`src/rtl/seq_arith_pkg.sv`:
```
// Shared types and defaults for the bit-serial
// sequential-arithmetic blocks.
package seq_arith_pkg;

  localparam int DEF_WIDTH = 32;

  typedef enum logic [1:0] {
    ST_IDLE  = 2'd0,
    ST_SHIFT = 2'd1,
    ST_DONE  = 2'd2
  } state_t;

endpackage

```
`src/rtl/piso_shift_reg.sv`:
```
// Parallel-in serial-out shift register; emits from
// the MSB or LSB end with zero fill behind.
import seq_arith_pkg::*;

module piso_shift_reg #(
  parameter int WIDTH     = DEF_WIDTH,
  parameter bit MSB_FIRST = 1'b1
) (
  input  logic             clk,
  input  logic             rst,
  input  logic             load,
  input  logic             shift,
  input  logic [WIDTH-1:0] d,
  output logic             q_bit
);

  logic [WIDTH-1:0] q;

  always_ff @(posedge clk) begin
    if (!rst) begin
      q <= '0;
    end else if (load) begin
      q <= d;
    end else if (shift) begin
      if (MSB_FIRST) q <= q << 1;
      else           q <= q >> 1;
    end
  end

  assign q_bit = MSB_FIRST ? q[WIDTH-1] : q[0];

endmodule

```
`src/rtl/serial_operand_tx.sv`:
```
// Bit-serial operand-pair transmitter with
// first/last framing and a done pulse.
import seq_arith_pkg::*;

module serial_operand_tx #(
  parameter int WIDTH     = DEF_WIDTH,
  parameter bit MSB_FIRST = 1'b1
) (
  input  logic             clk,
  input  logic             rst,
  input  logic [WIDTH-1:0] a,
  input  logic [WIDTH-1:0] b,
  input  logic             ld_valid,
  output logic             ld_ready,
  output logic             ser_a,
  output logic             ser_b,
  output logic             ser_valid,
  output logic             ser_first,
  output logic             ser_last,
  input  logic             ser_ready,
  output logic             busy,
  output logic             done
);

  localparam int CW = $clog2(WIDTH);
  localparam logic [CW-1:0] LAST = CW'(WIDTH - 1);

  state_t        state;
  state_t        nxt;
  logic [CW-1:0] cnt;
  logic          load;
  logic          xfer;
  logic          qa;
  logic          qb;

  assign load = ld_valid & (state == ST_IDLE);
  assign xfer = ser_ready & (state == ST_SHIFT);

  always_ff @(posedge clk) begin
    if (!rst) state <= ST_IDLE;
    else      state <= nxt;
  end

  always_comb begin
    nxt = state;
    unique case (1'b1)
      (state == ST_IDLE):  if (ld_valid) nxt = ST_SHIFT;
      (state == ST_SHIFT): if (xfer && cnt == LAST) nxt = ST_DONE;
      (state == ST_DONE):  nxt = ST_IDLE;
      default:             nxt = ST_IDLE;
    endcase
  end

  // Counter parks at zero between frames.
  always_ff @(posedge clk) begin
    if (!rst) begin
      cnt <= '0;
    end else if (load) begin
      cnt <= '0;
    end else if (xfer) begin
      if (cnt == LAST) cnt <= '0;
      else             cnt <= cnt + CW'(1);
    end
  end

  piso_shift_reg #(
    .WIDTH     (WIDTH),
    .MSB_FIRST (MSB_FIRST)
  ) u_sr_a (
    .clk   (clk),
    .rst   (rst),
    .load  (load),
    .shift (xfer),
    .d     (a),
    .q_bit (qa)
  );

  piso_shift_reg #(
    .WIDTH     (WIDTH),
    .MSB_FIRST (MSB_FIRST)
  ) u_sr_b (
    .clk   (clk),
    .rst   (rst),
    .load  (load),
    .shift (xfer),
    .d     (b),
    .q_bit (qb)
  );

  assign ld_ready  = (state == ST_IDLE);
  assign ser_valid = (state == ST_SHIFT);
  assign busy      = (state == ST_SHIFT) | (state == ST_DONE);
  assign done      = (state == ST_DONE);
  assign ser_a     = ser_valid & qa;
  assign ser_b     = ser_valid & qb;
  assign ser_first = ser_valid & (cnt == '0);
  assign ser_last  = ser_valid & (cnt == LAST);

endmodule

```
`config.mk`:
```
export PLATFORM = sky130hd
export DESIGN_NAME = serial_operand_tx
export DESIGN_NICKNAME = d
export VERILOG_FILES = /design/src/rtl/seq_arith_pkg.sv /design/src/rtl/piso_shift_reg.sv /design/src/rtl/serial_operand_tx.sv
export SDC_FILE = /design/constraint.sdc
export NUM_CORES = 1
export LEC_CHECK = 0
export BUFFER_PORTS_ARGS = -buffer_cell sky130_fd_sc_hd__buf_2
export CORE_ASPECT_RATIO = 2
export CORE_MARGIN = 3
export CORE_UTILIZATION = 45
export CTS_CLUSTER_DIAMETER = 200
export CTS_CLUSTER_SIZE = 16
export DETAILED_ROUTE_END_ITERATION = 12
export MAX_ROUTING_LAYER = met4
export PLACE_DENSITY_LB_ADDON = 0.1
export SYNTH_ARGS = -nofsm -noshare
export SYNTH_HDL_FRONTEND = slang
export SYNTH_HIERARCHICAL = 1
export SYNTH_SLANG_ARGS = --single-unit
```
`constraint.sdc`:
```
create_clock -name clk -period 2.4 [get_ports clk]
set_clock_uncertainty 0.15 [all_clocks]
set_input_delay 0.24 -clock clk [delete_from_list [all_inputs] [get_ports clk]]
set_output_delay 0.24 -clock clk [all_outputs]
set_load 0.02 [all_outputs]
```
Yosys cells after proc, flatten, opt, wreduce, memory -nomap -nowiden
Index checks and enable logic that the tools add are counted.
- add/subtract/negate cells: 1
- eq/ne operators: 5
- multiplexer cells: 8
- bitwise logic cells: 8
- reductions and logical operators: 6
- operators by type and width (cell ; count):
    32-bit 2-to-1 mux ; 4
    1-bit AND ; 6
    5-bit by 1-bit adder with 5-bit output, second input constant ; 1
    5-bit equality test, second input constant ; 1
    5-bit zero test ; 1
    5-bit 2-to-1 mux ; 1
    2-bit 2-to-1 mux ; 2
    2-bit case mux with 2 select lines ; 1
    2-bit by 1-bit equality test with 1-bit output, second input constant ; 1
    2-bit equality test, second input constant ; 1
    2-bit zero test ; 1
    2-bit by 1-bit != test with 1-bit output, second input constant ; 1
    2-bit != test, second input constant ; 1
    2-bit AND reduction ; 1
    2-bit nonzero test ; 1
    2-bit OR reduction ; 1
    1-bit logical AND ; 1
    1-bit inverter ; 1
    1-bit bitwise OR ; 1
- register bits after elaboration: 71
- input bits: 68
- output and inout bits: 8
- logic and storage cells: 32

Longest topological paths before layout
Gate-level depths: netlist of run 1.
- depth after elaboration: 5
- gate-level depth with buffers: 9
- mapped depth without buffers: 6

Cells and area by module
The synthesis of run 1 kept the hierarchy.
- modules (own cells, without submodules) (module ; times used ; cells each ; area an instance (µm²) ; sequential area each (µm²)):
    piso_shift_reg ; 2 ; 141 ; 1724.2 ; 640.6
    serial_operand_tx ; 1 ; 57 ; 457.9 ; 140.1

Worst setup path before layout of run 1
Ideal clock, no wire load.
- path type: reg-to-reg
- start: register state[1]
- end: register u_sr_a.q[10]
- library setup time: 116 ps
- data arrival time: 1828 ps
- required time: 2134 ps
- path slack: 306 ps
- stages on the path, launching flop included: 10
- path buffers: 3
- period minus slack after synthesis: 2094 ps
- cells stage by stage: dfxtp_1 inv_1 ha_1 buf_4 nand2_2 inv_1 buf_6 buf_6 mux2_4 o211a_1
- word-level cells in the longest chain between the ends: 3
- elaborated cells on any way between the ends: 6
- those cells by class: 1 x eq/ne; 1 x mux; 2 x bitwise; 2 x reduce/logical
- RTL lines (element ; RTL line ; text):
    start, declared ; serial_operand_tx.sv:28 ; state_t state;
    start signal, assigned ; serial_operand_tx.sv:41 ; else state <= nxt;
    2-bit by 1-bit equality test with 1-bit output ; - ;
    via ser_valid ; serial_operand_tx.sv:17 ; output logic ser_valid,
    1-bit AND ; serial_operand_tx.sv:37 ; assign xfer = ser_ready & (state == ST_SHIFT);
    via xfer ; serial_operand_tx.sv:32 ; logic xfer;
    2-bit nonzero test (no source line) ; - ;
    end signal, assigned ; piso_shift_reg.sv:25 ; if (MSB_FIRST) q <= q << 1;
    end signal, assigned ; piso_shift_reg.sv:26 ; else q <= q >> 1;
    end, declared ; piso_shift_reg.sv:17 ; logic [WIDTH-1:0] q;
The timed path passes the listed nets, and every way through them passes these cells.
A chain may end at the register's enable or synchronous reset.

Worst setup path in the final report of run 1
- start: register state[1]
- end: output ser_first
- word-level cells in the longest chain between the ends: 2
- RTL lines (element ; RTL line ; text):
    2-bit by 1-bit equality test with 1-bit output ; serial_operand_tx.sv:91 ; assign ser_valid = (state == ST_SHIFT);
    1-bit AND ; serial_operand_tx.sv:96 ; assign ser_first = ser_valid & (cnt == '0);
    end, declared ; serial_operand_tx.sv:18 ; output logic ser_first,
No other way between the ends.

==> results_dict.tcl, run 1 <==
set metrics [dict create \
    grt_antenna_before_repair 0 \
    first_pass_iters 4 \
    syn_inst 339 \
    power_frac_comb_pct 36.1 \
    fin_crit_sh_pct 85.12 \
    worst_pin_slew_ps 658.6 \
    synth.mux.area_fraction_pct 23.96 \
    switchingPower_w 0.001347 \
    crit_path_end_kind "output pin" \
    rsz0062_at_grt "no" \
    required_ps 2010 \
    netlist_area_sq_mm 0.003906 \
    finalSetupViolations 0 \
    rows 47 \
    cp_max_fo 10 \
    fillCellCount 744 \
    drc 0 \
    seqPwrFrac_pct 35.2 \
    power_frac_clock_pct 28.7 \
    period_minus_slack_ps 2043 \
    yosys.cell_types.count 28 \
    finalNonFillerCells 510 \
    crit_buf_inv 3 \
    place_hpwl_um 5126 \
    switching_share_pct 28.45 \
    grt_first_pass_wirelength_um 12230 \
    grt_pass1_vias 2729 \
    hp-class "in -> reg" \
    max_freq_ghz 0.4895 \
    drtIter0Drc 96 \
    drv_cap 0 \
    final_cell_area_sq_mm 0.004662 \
    initial_core_util_pct 46.78 \
    criticalPathCategory "reg -> out" \
    grt_overflow 0 \
    crit_chain "inv_1, ha_1, buf_4, nand2_1, nor4_1, buf_2" \
    clock_latency_ps 330 \
    fin_nets 483 \
    status "finished, final reports clean" \
    dieArea_sq_mm 0.009902 \
    peakVddDrop_v 0.0004774 \
    relSlewSlack_pct 56.09 \
    cts-buffers-inserted 9 \
    p_int_w 0.003388 \
    vias 2669 \
    start_kind "register" \
    worst_ep_arrival_time_ps 1650 \
    synth_top_family_by_area "multiplexers" \
    cts_num_sinks 71 \
    hold_viol_final 0 \
    layout-drive-gt1-share_pct 39.81 \
    wl_per_cell_um 14.32 \
    pin_count 76 \
    post_cts_buffers 0 \
    fp.coreArea_sq_mm 0.008351 \
    cts_max_level 3 \
    grt_usage_pct 16.13 \
    slew_viol_final 0 \
    fin_util_pct 55.83 \
    dieHeight_um 137.8 \
    cp_top_family "buffers and inverters" \
    die_w_um 71.88 \
    dp_cells 494 \
    cts.hold.buffers_added 0 \
    io_buffers 75 \
    gp_congestion 0.7292 \
    crit_slowest_cell "dfxtp_1" \
    cpPeakStageDelay_ps 320 \
    fin_setup_tns_ps 0 \
    synth_compound_area_share_pct 16.91 \
    detail-route-antenna-nets 0 \
    yosysSeqAreaShare_pct 36.39 \
    cts-root-buf "clkbuf_16" \
    clkTransAtPathRegs_ps 50 \
    p_per_area_mw_per_mm2 1016 \
    place_area_sq_mm 0.004352 \
    p_leak_nw 2.562 \
    synth_fa_ha_area_share_pct 2.562 \
    yosysWarnings 6 \
    synth.avg_cell_area_sq_um 11.52 \
    cts_max_path_buffers 2 \
    cts_resized 0 \
    synth_xor_area_share_pct 0.4484 \
    totalWireLength_um 7305 \
    syn_nets 415 \
    power.total_w 0.004734 \
    n_antenna_cell 0 \
    syn_to_final_growth_pct 19.35 \
    cts_tree "built" \
    grt_max_degree 50 \
    yosys.area_share.simple_pct 14.41 \
    viasPerCell 5.233 \
    synth_seq_cells 71 \
]
state kept, by name, summed over array words and instances (netlist names):
name / cells
u_sr_a/q: 32
u_sr_b/q: 32
cnt: 5
state: 2
worst register-to-register path, cell delays in order, from the launching register on:
cell and delay (ps):
dfxtp_1 320, inv_1 130, ha_1 200, nand2_2 110
clkinv_2 100, buf_12 250, mux2_2 370, o211a_1 200
worst paths after layout:
kind	startpoint	to	slack, ps	cells after the start
worst max-delay path	state[1]	ser_first	360	6
worst min-delay path	b[0]	u_sr_b/q[0]	10	3
worst max register to register	state[1]	u_sr_b/q[31]	470	7
worst min register to register	state[1]	state[1]	330	2
logic make-up (layout without fill, tap and decap cells):
logic type      count (synthesis)  count (layout)
fa+ha+maj                       8               8
xor+xnor                        2               2
mux                            64              64
simple gates                   92              92
compound gates                 69              69
buf+inv                        33             106
flops                          71              71
cell type report:
cell class                 count  area [sq um]  share of cell area (%)
clock inverter                 3         40.04                  0.8588
clock buffer                  13         270.3                   5.797
timing repair buffer          84         505.5                   10.84
tap                           98         122.6                   2.630
inverter                       6         25.02                  0.5368
sequential                    71          1421                   30.49
multi-input combinational    235          2277                   48.85
layer usage:
| layer | wire (um) | track usage, % |
|---|---|---|
| met3 | 338 | 3.944 |
| met4 | 127 | 7.636 |
| met1 | 2927 | 16.18 |
| met2 | 3912 | 28.79 |
| met5 | 0 | - |
Yosys cell counts:
cell	n	area, sq um
and2_1	3	18.77
or3_1	1	6.260
dfxtp_1	71	1421
buf_4	5	37.54
inv_1	6	22.52
mux2_2	4	45.04
or2b_1	20	150.1
mux2_4	58	870.8
nor2b_1	1	6.260
and3_1	1	6.260
mux2i_1	2	20.02
ha_1	8	100.1
nand3_1	6	30.03
nor2_1	2	7.510
o211a_1	62	620.6
buf_6	8	90.09
nand2_2	1	6.260
buf_2	4	20.02
or3b_1	2	17.52
clkbuf_1	10	37.54
o21ai_0	1	5.000
a21oi_1	4	20.02
xnor2_1	1	8.760
a21boi_1	2	15.01
nor4_1	1	6.260
nand2b_1	42	262.8
nand2_1	12	45.04
xor2_1	1	8.760
through the flow:
stage	hold WS (ps)	setup WS, ps
3_3_place_gp	312.3	503.4
6_report	14.80	357.1
2_1_floorplan	223.4	306.1
4_1_cts	4.117	319.6
5_1_grt	10.28	231.9
3_5_place_dp	326.8	446.2
layout by cell type, fill, tap and decap left out, types with 5 or more instances in the layout:
master | Yosys | final
buf_2 | 4 | 75
dfxtp_1 | 71 | 71
o211a_1 | 62 | 62
mux2_4 | 58 | 58
nand2b_1 | 42 | 42
or2b_1 | 20 | 20
nand2_1 | 12 | 12
clkbuf_16 | 0 | 9
ha_1 | 8 | 8
nand3_1 | 6 | 6
buf_12 | 0 | 5
power by group through the flow:
| stage | Sequential, W | Combinational [W] | Clock, W |
|---|---|---|---|
| final | 0.00167 | 0.00171 | 0.00136 |
| after global routing | 0.00171 | 0.00187 | 0.00144 |
| after CTS | 0.00167 | 0.00174 | 0.00140 |
| after detailed placement | 0.00170 | 0.00173 | 0 |
| after global placement | 0.00169 | 0.00171 | 0 |
| after floorplan | 0.00163 | 0.00147 | 0 |
Note: power is estimated with default switching activity, not from simulation.
==> run 2, diff against run 1 <==
BUFFER_PORTS_ARGS = -buffer_cell sky130_fd_sc_hd__buf_4   (was -buffer_cell sky130_fd_sc_hd__buf_2)
CORE_UTILIZATION = 33   (was 45)
==> run 2 against run 1 <==
- critical path depth unchanged
- die area up 34%
- worst setup slack better by 21 ps
- fmax up 1.0%
- via count up 0.49%
- clock power up 13%
- flip-flop and latch count unchanged
- final cell count up 8.4%
- sequential share of layout area down 1.6 points
- total power up 5.0%
- largest power group unchanged
==> results_dict.tcl, run 2 (synthesis results as in run 1) <==
set metrics [dict create \
    hp-class "in -> reg" \
    rsz0062_at_grt "no" \
    drc 0 \
    fin_ws_ps 377.6 \
    gp_congestion 0.7340 \
    p_leak_nw 2.619 \
    fin_crit_sh_pct 84.27 \
    final_common_cell "buf_4" \
    finalSetupViolations 0 \
    critPathCapture "ser_first" \
    grt_antenna_before_repair 0 \
    detail-route-antenna-nets 0 \
    rows 55 \
    grt_first_pass_wirelength_um 13720 \
    wl_per_cell_um 14.66 \
    place_hpwl_um 5639 \
    cts_max_level 3 \
    cts_resized 0 \
    grt_usage_pct 13.05 \
    drv_cap 0 \
    vias 2682 \
    cts-buffers-inserted 9 \
    dieArea_sq_mm 0.01326 \
    clock_latency_ps 330 \
    layout-drive-gt1-share_pct 39.66 \
    n_antenna_cell 0 \
    fp.coreArea_sq_mm 0.01142 \
    dieHeight_um 159.9 \
    slew_viol_final 0 \
    top_regs "u_sr_a/q (32), u_sr_b/q (32), cnt (5)" \
    p_per_area_mw_per_mm2 1010 \
    grt_pass1_vias 2876 \
    cts_num_sinks 71 \
    post_cts_buffers 0 \
    cts.hold.buffers_added 0 \
    worst_pin_slew_ps 506.5 \
    syn_to_final_growth_pct 26.01 \
    grt_max_degree 54 \
    relSlewSlack_pct 66.23 \
    hold_viol_final 0 \
    totalWireLength_um 8107 \
    cp_max_fo 10 \
    met1_usage_pct 14.09 \
    fin_util_pct 43.09 \
    pin_count 76 \
    reg2reg_to "u_sr_a/q[29]" \
    r2r_slack_ps 420 \
    worst_ep_arrival_time_ps 1630 \
    fin_nets 482 \
    cts_tree "built" \
    reg2reg_depth 7 \
    grt_util_met2_pct 22.40 \
    crit_path_end_kind "output pin" \
    max_freq_ghz 0.4945 \
    period_minus_slack_ps 2022 \
    required_ps 2010 \
    whs_path_depth 3 \
    peakVddDrop_v 0.0004887 \
    fin_setup_tns_ps 0 \
    dp_cells 537 \
    finalNonFillerCells 553 \
    crit_start "state[1]" \
    viasPerCell 4.850 \
    die_w_um 82.93 \
    io_buffers 75 \
    r2r_start "state[1]" \
    use_met3_pct 3.356 \
    criticalPathCategory "reg -> out" \
    initial_core_util_pct 34.19 \
    final_cell_mix "79 x buf_4, 71 x dfxtp_1, 62 x o211a_1, 58 x mux2_4, 42 x nand2b_1" \
    cts-root-buf "clkbuf_16" \
    cts_max_path_buffers 2 \
    clkTransAtPathRegs_ps 60 \
    start_kind "register" \
    place_ws_ps 413.5 \
    status "finished, final reports clean" \
    first_pass_iters 4 \
    drtIter0Drc 68 \
    top_usage_layer "met2" \
    grt_overflow 0 \
]
## run 2: changes by cell type in the layout (fill, tap and decap cells not counted), sizes merged
cell / delta
clkinvlp: +2
buf: -1
clkinv: -2
clkbuf: -2
bufinv: +2
## run 2: critical path: stages (launching register included)
cell and delay, ps:
dfxtp_1 320, inv_1 120, ha_1 200, buf_4 180, nand2_1 70, nor4_1 220, buf_4 200
## run 2: final cells by class
type	count	area, sq um
Inverter	6	25.02
Fill cell	1120	6501
Tap cell	142	177.7
Timing Repair Buffer	83	673.1
Clock buffer	11	242.7
Multi-Input combinational cell	235	2277
Sequential cell	71	1421
Clock inverter	5	105.1
## run 2: worst min path at each step
| stage | start | end |
|---|---|---|
| after CTS | a[0] | u_sr_a/q[0] |
| after detailed placement | cnt[4] | cnt[4] |
| after floorplan | rst | u_sr_a/q[29] |
| after global routing | a[0] | u_sr_a/q[0] |
| final | a[0] | u_sr_a/q[0] |
| after global placement | cnt[4] | cnt[4] |
## run 2: stage by stage
| step | cell area [sq um] | hold WS [ps] | power, W |
|---|---|---|---|
| after floorplan | 3906 | 223.4 | 0.003102 |
| after global placement | 4574 | 318.4 | 0.003463 |
| after detailed placement | 4574 | 324.5 | 0.003490 |
| after CTS | 4922 | 12.71 | 0.005068 |
| after global routing | 4922 | 22.19 | 0.005277 |
| final | 4922 | 24.76 | 0.004971 |
## run 2: where the power goes
group	internal [W]	switching [W]	total, W
sequential	0.00150	0.000171	0.00167
clock	0.00104	0.000499	0.00154
combinational	0.00105	0.000715	0.00176
## run 2: per-layer routing
| layer | vias to the layer above | part of all wire (%) | wire [um] |
|---|---|---|---|
| li1 | 1341 | - | - |
| met1 | 1276 | 41 | 3337 |
| met2 | 55 | 53 | 4294 |
| met3 | 10 | 4.2 | 340 |
| met4 | 0 | 1.7 | 135 |
| met5 | - | 0 | 0 |
